--- src/rtl/aes_gf_pkg.sv ---
// rtl/aes_gf_pkg.sv - shared constants, state type and AES affine map for the GF(2^8) inverse engine
package aes_gf_pkg;

  localparam logic [7:0] AES_POLY     = 8'h1b;
  localparam logic [7:0] AES_AFFINE_C = 8'h63;
  localparam int         INV_STEPS    = 13;

  typedef enum logic [1:0] {
    IDLE,
    CALC,
    DONE
  } state_t;

  // b'_i = b_i ^ b_(i+4) ^ b_(i+5) ^ b_(i+6) ^ b_(i+7) ^ c_i, indices mod 8
  function automatic logic [7:0] aes_affine(input logic [7:0] b);
    logic [7:0] r;
    r = 8'h00;
    for (int i = 0; i < 8; i++) begin
      r[i] = b[i] ^ b[(i + 4) % 8] ^ b[(i + 5) % 8] ^ b[(i + 6) % 8]
           ^ b[(i + 7) % 8] ^ AES_AFFINE_C[i];
    end
    return r;
  endfunction

endpackage

--- src/rtl/gf_mul8.sv ---
// rtl/gf_mul8.sv - combinational GF(2^8) multiplier, product reduced modulo x^8+POLY
module gf_mul8 #(
  parameter logic [7:0] POLY = 8'h1b
) (
  input  logic [7:0] a_i,
  input  logic [7:0] b_i,
  output logic [7:0] p_o
);

  logic [7:0] p;
  logic [7:0] a_sh;

  // Shift-and-add: a_sh holds a*x^i already reduced, so the product never exceeds 8 bits
  always_comb begin
    p    = 8'h00;
    a_sh = a_i;
    for (int i = 0; i < 8; i++) begin
      if (b_i[i]) begin
        p = p ^ a_sh;
      end
      a_sh = {a_sh[6:0], 1'b0} ^ (a_sh[7] ? POLY : 8'h00);
    end
    p_o = p;
  end

endmodule

--- src/rtl/aes_gf_inv.sv ---
// rtl/aes_gf_inv.sv - sequential GF(2^8) inverse a^254 by square-and-multiply; AES_GF_INV_AFFINE_EN adds the S-box affine map
module aes_gf_inv
  import aes_gf_pkg::*;
#(
  parameter logic [7:0] POLY = AES_POLY
) (
  input  logic       clk_i,
  input  logic       rst_n_i,
  input  logic       valid_i,
  output logic       ready_o,
  input  logic [7:0] data_i,
  output logic       valid_o,
  input  logic       ready_i,
  output logic [7:0] data_o,
  output logic       busy_o
);

  state_t     state_q, state_d;
  logic [3:0] step_q;
  logic [3:0] step_nxt;
  logic [7:0] acc_q;
  logic [7:0] op_q;
  logic [7:0] res_q;
  logic [7:0] prod;
  logic [7:0] mul_b;
  logic [7:0] res_d;
  logic       last_step;

  assign step_nxt  = step_q + 4'd1;
  assign last_step = (step_nxt == 4'(INV_STEPS));
  // Odd steps square, even steps multiply by the original operand
  assign mul_b     = step_nxt[0] ? acc_q : op_q;

  gf_mul8 #(.POLY(POLY)) u_mul (
    .a_i (acc_q),
    .b_i (mul_b),
    .p_o (prod)
  );

`ifdef AES_GF_INV_AFFINE_EN
  assign res_d = aes_affine(prod);
`else
  assign res_d = prod;
`endif

  always_ff @(posedge clk_i or negedge rst_n_i) begin
    if (!rst_n_i) begin
      state_q <= IDLE;
    end else begin
      state_q <= state_d;
    end
  end

  always_comb begin
    state_d = state_q;
    ready_o = 1'b0;
    valid_o = 1'b0;
    busy_o  = 1'b0;
    case (state_q)
      IDLE: begin
        ready_o = 1'b1;
        if (valid_i) state_d = CALC;
      end
      CALC: begin
        busy_o = 1'b1;
        if (last_step) state_d = DONE;
      end
      DONE: begin
        valid_o = 1'b1;
        if (ready_i) state_d = IDLE;
      end
      default: state_d = IDLE;
    endcase
  end

  always_ff @(posedge clk_i or negedge rst_n_i) begin
    if (!rst_n_i) begin
      step_q <= 4'd0;
      acc_q  <= 8'h00;
      op_q   <= 8'h00;
      res_q  <= 8'h00;
    end else begin
      case (state_q)
        IDLE: begin
          if (valid_i) begin
            op_q   <= data_i;
            acc_q  <= data_i;
            step_q <= 4'd0;
          end
        end
        CALC: begin
          acc_q  <= prod;
          step_q <= step_nxt;
          if (last_step) res_q <= res_d;
        end
        default: ;
      endcase
    end
  end

  assign data_o = res_q;

endmodule

--- config.mk ---
export PLATFORM = sky130hd
export DESIGN_NAME = aes_gf_inv
export DESIGN_NICKNAME = d
export VERILOG_FILES = /design/src/rtl/aes_gf_pkg.sv /design/src/rtl/gf_mul8.sv /design/src/rtl/aes_gf_inv.sv
export SDC_FILE = /design/constraint.sdc
export NUM_CORES = 1
export LEC_CHECK = 0
export BUFFER_PORTS_ARGS = -buffer_cell sky130_fd_sc_hd__clkbuf_2
export CORE_ASPECT_RATIO = 0.5
export CORE_MARGIN = 2
export CORE_UTILIZATION = 55
export CTS_CLUSTER_DIAMETER = 150
export CTS_CLUSTER_SIZE = 16
export DETAILED_ROUTE_END_ITERATION = 8
export GPL_TIMING_DRIVEN = 1
export HOLD_SLACK_MARGIN = 0.05
export PLACE_DENSITY = 0.74
export SYNTH_ARGS = -nofsm -noshare
export SYNTH_HDL_FRONTEND = slang
export SYNTH_SLANG_ARGS = --single-unit
--- constraint.sdc ---
create_clock -name clk_i -period 5.9 [get_ports clk_i]
set_clock_uncertainty 0.05 [all_clocks]
set_input_delay 0.885 -clock clk_i [delete_from_list [all_inputs] [get_ports clk_i]]
set_output_delay 0.885 -clock clk_i [all_outputs]
set_load 0.02 [all_outputs]
# Word-level counts from Yosys, hierarchy flattened
# Index checks and enable logic that the tools add are counted.
op_classes:
  add_sub_neg: 1
  n_eq_ne: 6
  mux: 27
  bitwise: 14
  n_reduce_logical: 6
ops:
  columns: ["op", "n"]
  rows:
  - ["8-bit XOR", 14]
  - ["8-bit 2-to-1 mux", 10]
  - ["5-bit 2-to-1 mux", 7]
  - ["8-bit case mux with 2 select lines", 1]
  - ["4-bit case mux with 2 select lines", 1]
  - ["2-bit 2-to-1 mux", 3]
  - ["2-bit inequality test, second input constant", 3]
  - ["2-bit case mux with 3 select lines", 1]
  - ["2-bit AND reduction", 3]
  - ["4-bit by 1-bit adder with 4-bit output, second input constant", 1]
  - ["4-bit equality test, second input constant", 1]
  - ["4-bit 2-to-1 mux", 1]
  - ["1-bit 2-to-1 mux", 3]
  - ["3-bit AND reduction", 1]
  - ["2-bit by 1-bit equality test with 1-bit output, second input constant", 1]
  - ["2-bit equality test, second input constant", 1]
  - ["2-bit zero test", 1]
  - ["2-bit nonzero test", 1]
word_totals:
  reg_bits: 30
  in_bits: 12

# Depth between registers and ports, before layout
# Gate-level depths: netlist of the first run.
logic_depth:
  depth_word: 18
  mapped_depth: 11
  mapped_depth_nobuf: 7

# Cells and area by module
# A second synthesis of the first run with hierarchy kept.
hier_totals:
  cells_unflattened: 299
  hier_area_um2: 2691.3
modules_own_cells:
  columns: ["module", "n_inst", "cells_each", "area_each_um2", "seq_area_each_um2"]
  rows:
  - ["aes_gf_inv", 1, 130, 1360.1, 750.7]
  - ["gf_mul8", 1, 169, 1331.3, 0.0]

# Worst setup path before layout of the first run
# OpenSTA, ideal clock, no wires.
synth_path:
  path_kind: "reg-to-reg"
  from: "register step_q[0]"
  to: "register res_q[3] (netlist: data_o[3])"
  setup_ps: 82
  arrival_ps: 2057
  slack_ps: 3711
  path_stages_with_launch: 9
  n_path_buf: 1
  cell_sequence: "dfrtp_1 > buf_4 > mux2i_2 > o211ai_1 > o211a_1 > or3_1 > a21o_1 > a21o_1 > a31oi_1"
synth_via:
  elab_chain_cells: 17
  word_cells_on_any_way: 19
  classes_between: "1 x add/sub; 1 x eq/ne; 9 x mux; 7 x bitwise; 1 x reduce/logical"
synth_lines:
  columns: ["item", "line_no", "text"]
  rows:
  - ["start: declaration", "aes_gf_inv.sv:19", "logic [3:0] step_q;"]
  - ["start signal: assignment", "aes_gf_inv.sv:93", "step_q <= step_nxt;"]
  - ["4-bit by 1-bit adder with 4-bit output *", "aes_gf_inv.sv:29", "assign step_nxt = step_q + 4'd1;"]
  - ["8-bit 2-to-1 mux", "aes_gf_inv.sv:32", "assign mul_b = step_nxt[0] ? acc_q : op_q;"]
  - ["8-bit 2-to-1 mux", "gf_mul8.sv:18", "if (b_i[i]) begin"]
  - ["8-bit XOR", "gf_mul8.sv:19", "p = p ^ a_sh;"]
  - ["8-bit 2-to-1 mux", "gf_mul8.sv:18", null]
  - ["8-bit XOR", "gf_mul8.sv:19", null]
  - ["8-bit 2-to-1 mux", "gf_mul8.sv:18", null]
  - ["8-bit XOR", "gf_mul8.sv:19", null]
  - ["8-bit 2-to-1 mux", "gf_mul8.sv:18", null]
  - ["8-bit XOR", "gf_mul8.sv:19", null]
  - ["8-bit 2-to-1 mux", "gf_mul8.sv:18", null]
  - ["8-bit XOR", "gf_mul8.sv:19", null]
  - ["8-bit 2-to-1 mux", "gf_mul8.sv:18", null]
  - ["8-bit XOR", "gf_mul8.sv:19", null]
  - ["8-bit 2-to-1 mux", "gf_mul8.sv:18", null]
  - ["8-bit XOR", "gf_mul8.sv:19", null]
  - ["8-bit 2-to-1 mux", "gf_mul8.sv:18", null]
  - ["end signal: assignment", "aes_gf_inv.sv:94", "if (last_step) res_q <= res_d;"]
  - ["end: declaration", "aes_gf_inv.sv:23", "logic [7:0] res_q;"]
# Mark *: on every way between the ends. The rest lies on a longest branch, timed or not.
# A chain may end at the register's enable or synchronous reset.

# Final worst setup path of the first run
layout_path:
  from: "register acc_q[7]"
  to: "register res_q[3] (netlist: data_o[3])"
layout_via:
  elab_chain_cells: 16
  word_cells_on_any_way: 25
  classes_between: "11 x mux; 14 x bitwise"
layout_lines:
  columns: ["item", "line_no", "text"]
  rows:
  - ["start: declaration", "aes_gf_inv.sv:21", "logic [7:0] acc_q;"]
  - ["start signal: assignment", "aes_gf_inv.sv:87", "acc_q <= data_i;"]
  - ["start signal: assignment", "aes_gf_inv.sv:92", "acc_q <= prod;"]
  - ["5-bit 2-to-1 mux", "gf_mul8.sv:21", "a_sh = {a_sh[6:0], 1'b0} ^ (a_sh[7] ? POLY : 8'h00);"]
  - ["8-bit XOR", "gf_mul8.sv:21", null]
  - ["8-bit XOR", "gf_mul8.sv:19", null]
  - ["8-bit 2-to-1 mux", "gf_mul8.sv:18", null]
  - ["8-bit XOR", "gf_mul8.sv:19", null]
  - ["8-bit 2-to-1 mux", "gf_mul8.sv:18", null]
  - ["8-bit XOR", "gf_mul8.sv:19", null]
  - ["8-bit 2-to-1 mux", "gf_mul8.sv:18", null]
  - ["8-bit XOR", "gf_mul8.sv:19", null]
  - ["8-bit 2-to-1 mux", "gf_mul8.sv:18", null]
  - ["8-bit XOR", "gf_mul8.sv:19", null]
  - ["8-bit 2-to-1 mux", "gf_mul8.sv:18", null]
  - ["8-bit XOR", "gf_mul8.sv:19", null]
  - ["8-bit 2-to-1 mux", "gf_mul8.sv:18", null]
  - ["8-bit XOR", "gf_mul8.sv:19", null]
  - ["8-bit 2-to-1 mux *", "gf_mul8.sv:18", null]
# Marks and branches as above.

==> qor.csv, run 1 <==
metric;value;unit
worst rel slew slack;42.6;%
die area;0.00611;sq mm
Starting Density;59.1;%
main flop type after synthesis;dfrtp_1;
proportion of synthesized area in mux cells;11.3;%
CP endpoint kind;flip-flop;
max-cap viol count;0;
Design Area, Final;0.00319;sq mm
P&R area growth vs syn;6.16;%
largest family of logic cells by synthesized area;XOR/XNOR gates;
Synth Area in Simple Gates;17.4;%
fin worst setup slack;3010;ps
#FFs+latches synth;30;
Die Span X;109;um
post_cts resized;0;
deepest clock path buffer count;2;
clk sinks;30;
Routed WL;8070;um
Slew Limit Fails;0;
total grt overflow;0;
largest net degree at the start of global routing;40;
Clock Tree Root;clkbuf_8;
Seq/Total Area, Yosys;25.0;%
share of cells above drive strength 1;13.2;%
Final Cycle Share;49.0;%
Ports;23;
number of synthesized flops with an enable pin;0;
vias in the first global route;2561;
first-pass GRT wire length;13200;um
antenna violations before repair;0;
asr flop ratio synth;100;%
Min Clock Period, post-route;2890;ps
setup bufs post-CTS;0;
Fin. Hold Viols;0;
xor/xnor share of the synthesized area;21.3;%
Vias;2795;
CTS H-Tree Depth;2;
Setup CP Type;flip-flop to flip-flop;
Avg WL per Cell;18.2;um
worst-margin pin slew;860;ps
Reg clk slew, reported paths;60;ps
Layout Nets;385;
outcome;finished clean;
drt drc;0;
Post-Synth Adder-Cell Area;0.832;%
Core Rows;18;
crit-path max FO;22;
Die Span Y;56.3;um
Port Buffer Count;22;
Yosys top cell by area;dfrtp_1;
Peak Freq;346;MHz
post-synth top area share;25.0;%
hold_buf cts;0;
Avg Cell Area, Syn;8.17;sq um
Worst Path Required;6060;ps
Worst Path Arrival;3040;ps
core area;0.00509;sq mm
CTS buffer count;5;
pre-CTS setup slack;3050;ps
TNS Setup;0;ps
Total Routing Usage GR;27.9;%
Syn Inst Count;368;
worst hold path type;flip-flop to flip-flop;
CTS tree;built;
1st-pass router iterations;5;
diode count;0;
antenna-violating nets left;0;
Syn. warnings;0;
Post-DP HPWL;5880;um
most frequent cells in the layout;xnor2_1 (56), nor2_1 (36), nand2_1 (33);
worst skew pair latency;280;ps
commonest non-fill, non-tap cell in the layout;xnor2_1;
vias per cell;6.32;
RSZ-0062 raised after global routing;false;
Placer Congestion;0.959;
Worst setup SP type;flip-flop;
Netlist cell types;52;
syn_nets;382;
Synth Area in Compound Gates;18.7;%
# setup viols final;0;
Filler cells;458;
synth top area cells;dfrtp_1 (25%), xnor2_1 (16%), mux2i_1 (6.0%);
DP Area;0.00308;sq mm
Iter 0 DRT Violations;313;
cell area after synthesis;0.00301;sq mm
-- registers in the layout, summed over array words and instances (netlist names) --
name,cells
state_q,2
data_o,8
op_q,8
acc_q,8
step_q,4
-- path summary, 6_finish.rpt --
check,from,end,slack [ps],cells after the start
max,acc_q[7],data_o[3],3010,7
min,data_o[6],data_o[6],440,2
max reg2reg,acc_q[7],data_o[3],3010,7
min reg2reg,data_o[6],data_o[6],440,2
max in group asynchronous,rst_n_i,op_q[2],4720,1
min in group asynchronous,rst_n_i,op_q[1],600,1
-- cells by family (layout without fill, tap and decap cells) --
family / after synthesis / after routing
mux: 32 / 32
flops: 30 / 30
xor+xnor: 69 / 69
buf+inv: 37 / 41
simple gates: 112 / 112
fa+ha+maj: 2 / 2
compound gates: 86 / 86
-- layer usage --
metal / share of wire [%] / track usage, % / vias up
met4: 1.4 / 6.59 / 0
met1: 47 / 42.5 / 1344
met3: 9.6 / 5.57 / 12
met5: 0 / 0 / -
li1: - / - / 1290
met2: 42 / 40.3 / 149
-- cells in the mapped netlist, drive strengths merged, types with 6 or more instances --
library cell   n
xnor2         56
nand2b         7
a31oi          6
a21oi          8
dfrtp         30
nor2          36
mux2          13
clkbuf        12
mux2i         19
inv           10
nor3           7
buf           15
a22oi          7
or3            6
o21ai         32
nand3          8
nand2         33
xor2          11
-- through the flow --
stage / cells / utilization [%] / hold WS (ps)
after floorplan: 368 / - / 436
after global placement: 434 / 60.6 / 418
final: 442 / 62.7 / 442
after global routing: 442 / 62.7 / 477
after detailed placement: 434 / 60.6 / 427
after CTS: 442 / 62.7 / 444
-- area by class of cell --
type,instances,area [sq um],share of cell area (%)
clock inverters,3,40.0,1.25
inverters,10,37.5,1.18
repair buffers,23,118,3.68
multi-input cells,301,2090,65.5
clock buffers,5,68.8,2.16
flip-flops and latches,30,751,23.5
well taps,70,87.6,2.74
-- worst max-delay path, cell delays in order, from the launching register on --
cell and delay (ps):
dfrtp_1 900, xnor2_1 380, and3_1 300, o211a_1 230, or3_1 420, a21o_1 210
a21o_1 170, a31oi_1 150
Power of run 1 is not shown: default switching activity piles up to over one toggle a cycle in this logic, so the estimate is an artifact.
==> run 2: changes to the inputs <==
- clock period: 5.9 -> 2.8 ns (I/O delays scaled with it)
==> run 2 against run 1 <==
Effect of this change: non-clock buffer count grew 28; register-to-register slack lost 2900 ps; first-iteration DRC count shrank 20%; critical path type unchanged; worst hold slack lost 310 ps; sequential cell count is the same; clock-buffer cell count grew 2; core utilization grew 4.3 points; final cell count grew 6.3%; critical path depth is the same.
==> qor.csv, run 2 (synthesis gave the netlist of run 1 again) <==
metric;value;unit
worst rel slew slack;46.6;%
Iter 0 DRT Violations;249;
Fin. Hold Viols;0;
diode count;0;
Reg clk slew, reported paths;60;ps
R2R Setup Slk;110;ps
Multi-input gate area;0.00209;sq mm
Starting Density;59.1;%
antenna-violating nets left;0;
post_cts resized;0;
CP endpoint kind;flip-flop;
Total Routing Usage GR;30.1;%
vias per cell;6.15;
CTS H-Tree Depth;2;
r2r worst-path depth;7;
Clock Tree Root;clkbuf_8;
R2R Path End;acc_q[3];
first-pass GRT wire length;14100;um
Ports;23;
worst hold path type;input pin to async pin;
Die Span X;109;um
Worst Path Arrival;2850;ps
worst-margin pin slew;794;ps
commonest non-fill, non-tap cell in the layout;xnor2_1;
Worst setup SP type;flip-flop;
worst skew pair latency;280;ps
Layout Nets;413;
Vias;2891;
drt drc;0;
# setup viols final;0;
vias in the first global route;2608;
Port Buffer Count;22;
CTS tree;built;
P&R area growth vs syn;13.4;%
antenna violations before repair;0;
share of cells above drive strength 1;19.0;%
RSZ-0062 raised after global routing;false;
slowest stage cell, crit path;dfrtp_1;
crit-path max FO;12;
Worst Path Required;2960;ps
core area;0.00509;sq mm
max-cap viol count;0;
Setup CP Type;flip-flop to flip-flop;
total grt overflow;0;
most frequent cells in the layout;xnor2_1 (56), nor2_1 (36), nand2_1 (33);
Die Span Y;56.3;um
hold_buf cts;0;
Avg WL per Cell;18.7;um
Placer Congestion;0.963;
register area;751;sq um
Filler cells;442;
Core Rows;18;
1st-pass router iterations;6;
outcome;finished clean;
Peak Freq;372;MHz
Routed WL;8800;um
deepest clock path buffer count;2;
Min Clock Period, post-route;2690;ps
crit-path cells;xor3_1 -> xnor2_1 -> o2111ai_1 -> nand4b_1 -> or3_1 -> a21o_1 -> nand4_1;
Final Cycle Share;96.0;%
CTS buffer count;5;
Slew Limit Fails;0;
clk sinks;30;
setup bufs post-CTS;0;
TNS Setup;0;ps
Worst path max stage delay;770;ps
largest net degree at the start of global routing;31;
family with the most delay on the worst path;simple AND/OR/NAND/NOR gates;
die area;0.00611;sq mm
Crit Reg-Reg Startpoint;acc_q[7];
Post-DP HPWL;6630;um
worst path bufs/invs;0;
-- run 2: changes by cell type in the layout (fill, tap and decap cells not counted) --
cell / previous run / this run
buf_12: 0 / 2
clkinv_2: 2 / 1
clkbuf_1: 0 / 1
bufinv_16: 1 / 0
buf_4: 1 / 27
clkbuf_8: 5 / 6
-- run 2: how the worst max path moves through the flow --
stage	cells after the start	slack [ps]	start	endpoint
finish	7	110	acc_q[7]	acc_q[3]
global route	8	10	acc_q[7]	data_o[0]
CTS	7	160	acc_q[7]	data_o[3]
detailed placement	7	170	acc_q[7]	data_o[3]
global placement	8	250	acc_q[7]	acc_q[3]
floorplan	8	610	step_q[0]	data_o[3]
-- run 2: through the flow --
| step | cell area, sq um | hold WS, ps | cells | setup slack [ps] | util (%) |
|---|---|---|---|---|---|
| global route | 3410 | 186 | 470 | 12.3 | 67.0 |
| finish | 3410 | 137 | 470 | 111 | 67.0 |
| detailed placement | 3320 | 426 | 462 | 168 | 65.2 |
| CTS | 3410 | 156 | 470 | 158 | 67.0 |
| floorplan | 3010 | 74.4 | 368 | 611 | - |
| global placement | 3320 | 416 | 462 | 246 | 65.2 |
-- run 2: metal layers --
| metal | share of wire, % | up-vias | global-route usage [%] |
|---|---|---|---|
| met1 | 46 | 1392 | 45.9 |
| li1 | - | 1352 | - |
| met2 | 43 | 139 | 44.2 |
| met5 | 0 | - | 0 |
| met4 | 0.74 | 0 | 5.31 |
| met3 | 10 | 8 | 6.04 |
-- run 2: layout make-up --
type,count,area share (%)
Multi-Input combinational cell,301,61.3
Sequential cell,30,22.0
Timing Repair Buffer,51,10.3
Tap cell,70,2.57
Clock buffer,7,2.53
Inverter,10,1.10
Clock inverter,1,0.147
Power of run 2 is left out for the same reason.
==> run 3: changes to the inputs <==
- PLACE_DENSITY: 0.74 -> not set
- PLACE_DENSITY_LB_ADDON: not set -> 0.08
==> run 3 against run 2 <==
Effect of this change: core utilization down 0.47 points; clock-buffer cell count is 1 higher; first-iteration DRC count up 7.6%; sequential cell count unchanged; final cell count decreased by 0.85%; fmax up 4.6%; register-to-register slack improved by 120 ps; global-route usage is 2.0 points lower.
==> qor.csv, run 3 (synthesis gave the netlist of run 1 again) <==
metric;value;unit
Min Clock Period, post-route;2570;ps
CTS H-Tree Depth;2;
Crit Reg-Reg Startpoint;acc_q[7];
most frequent cells in the layout;xnor2_1 (56), nor2_1 (36), nand2_1 (33);
total grt overflow;0;
Final Cycle Share;91.8;%
setup bufs post-CTS;0;
Core Rows;18;
# setup viols final;0;
Starting Density;59.1;%
Avg WL per Cell;17.7;um
R2R Path End;acc_q[4];
Peak Freq;389;MHz
Layout Nets;409;
antenna-violating nets left;0;
Die Span X;109;um
post_cts resized;0;
Total Routing Usage GR;28.0;%
Reg clk slew, reported paths;60;ps
diode count;0;
worst rel slew slack;51.0;%
Fin. Hold Viols;0;
final hold slack;151;ps
Routed WL;8250;um
worst skew pair latency;270;ps
largest net degree at the start of global routing;31;
worst-margin pin slew;729;ps
CP Launch Point;acc_q[7];
deepest clock path buffer count;2;
Design Area, Final;0.00339;sq mm
die area;0.00611;sq mm
r2r worst-path depth;7;
vias per cell;5.97;
Worst setup SP type;flip-flop;
share of cells above drive strength 1;18.4;%
first-pass GRT wire length;13100;um
crit-path max FO;8;
worst hold path type;input pin to async pin;
DP Area;0.00328;sq mm
max-cap viol count;0;
CTS tree;built;
R2R Setup Slk;230;ps
Ports;23;
core area;0.00509;sq mm
antenna violations before repair;0;
hold_buf cts;0;
P&R area growth vs syn;12.6;%
Iter 0 DRT Violations;268;
1st-pass router iterations;5;
CP endpoint kind;flip-flop;
Slew Limit Fails;0;
Vias;2781;
Worst Path Required;2910;ps
Placer Congestion;0.977;
Worst Path Arrival;2680;ps
commonest non-fill, non-tap cell in the layout;xnor2_1;
clk sinks;30;
outcome;finished clean;
TNS Setup;0;ps
Clock Tree Root;clkbuf_8;
Setup CP Type;flip-flop to flip-flop;
drt drc;0;
RSZ-0062 raised after global routing;false;
CTS buffer count;5;
Port Buffer Count;22;
vias in the first global route;2504;
Die Span Y;56.3;um
Post-DP HPWL;6320;um
==> run 3: changes by cell type in the layout (fill, tap and decap cells not counted), sizes merged <==
cell	previous run	this run
clkbuf	29	30
buf	29	25
clkinv	1	0
==> run 3: layout make-up <==
type                    count  area [sq um]
multi-input cells         301          2090
inverters                  10          37.5
repair buffers             47           310
clock buffers               8           110
well taps                  70          87.6
flip-flops and latches     30           751
fillers                   438          1700
==> run 3: how the worst max path moves through the flow <==
stage | cells after the start | slack [ps] | endpoint
6_report | 7 | 230 | acc_q[4]
5_1_grt | 7 | 20 | acc_q[5]
2_1_floorplan | 8 | 610 | data_o[3]
4_1_cts | 7 | 260 | acc_q[4]
3_3_place_gp | 8 | 330 | data_o[6]
3_5_place_dp | 7 | 290 | acc_q[4]
==> run 3: per-layer routing <==
metal	share of wire, %	vias up	routed length [um]	GRT usage [%]
met5	0	-	0	0
met4	0.68	0	56	7.14
met3	9.7	6	803	3.37
met2	42	130	3420	38.8
met1	48	1307	3960	45.2
li1	-	1338	-	-
==> run 3: critical path: stages (launching register included) <==
cell and delay [ps]:
dfrtp_1 480, xnor2_1 650, xnor2_1 210, mux2i_1 260, xor2_1 200, xnor2_1 160, xnor2_1 140, a221o_1 300
==> run 3: per-stage QoR <==
step,setup slack [ps],utilization (%),instances
final,229,66.5,466
after global routing,18.8,66.5,466
after CTS,262,66.5,466
after detailed placement,288,64.4,458
after global placement,331,64.4,458
after floorplan,611,-,368
Power of run 3 is left out for the same reason.
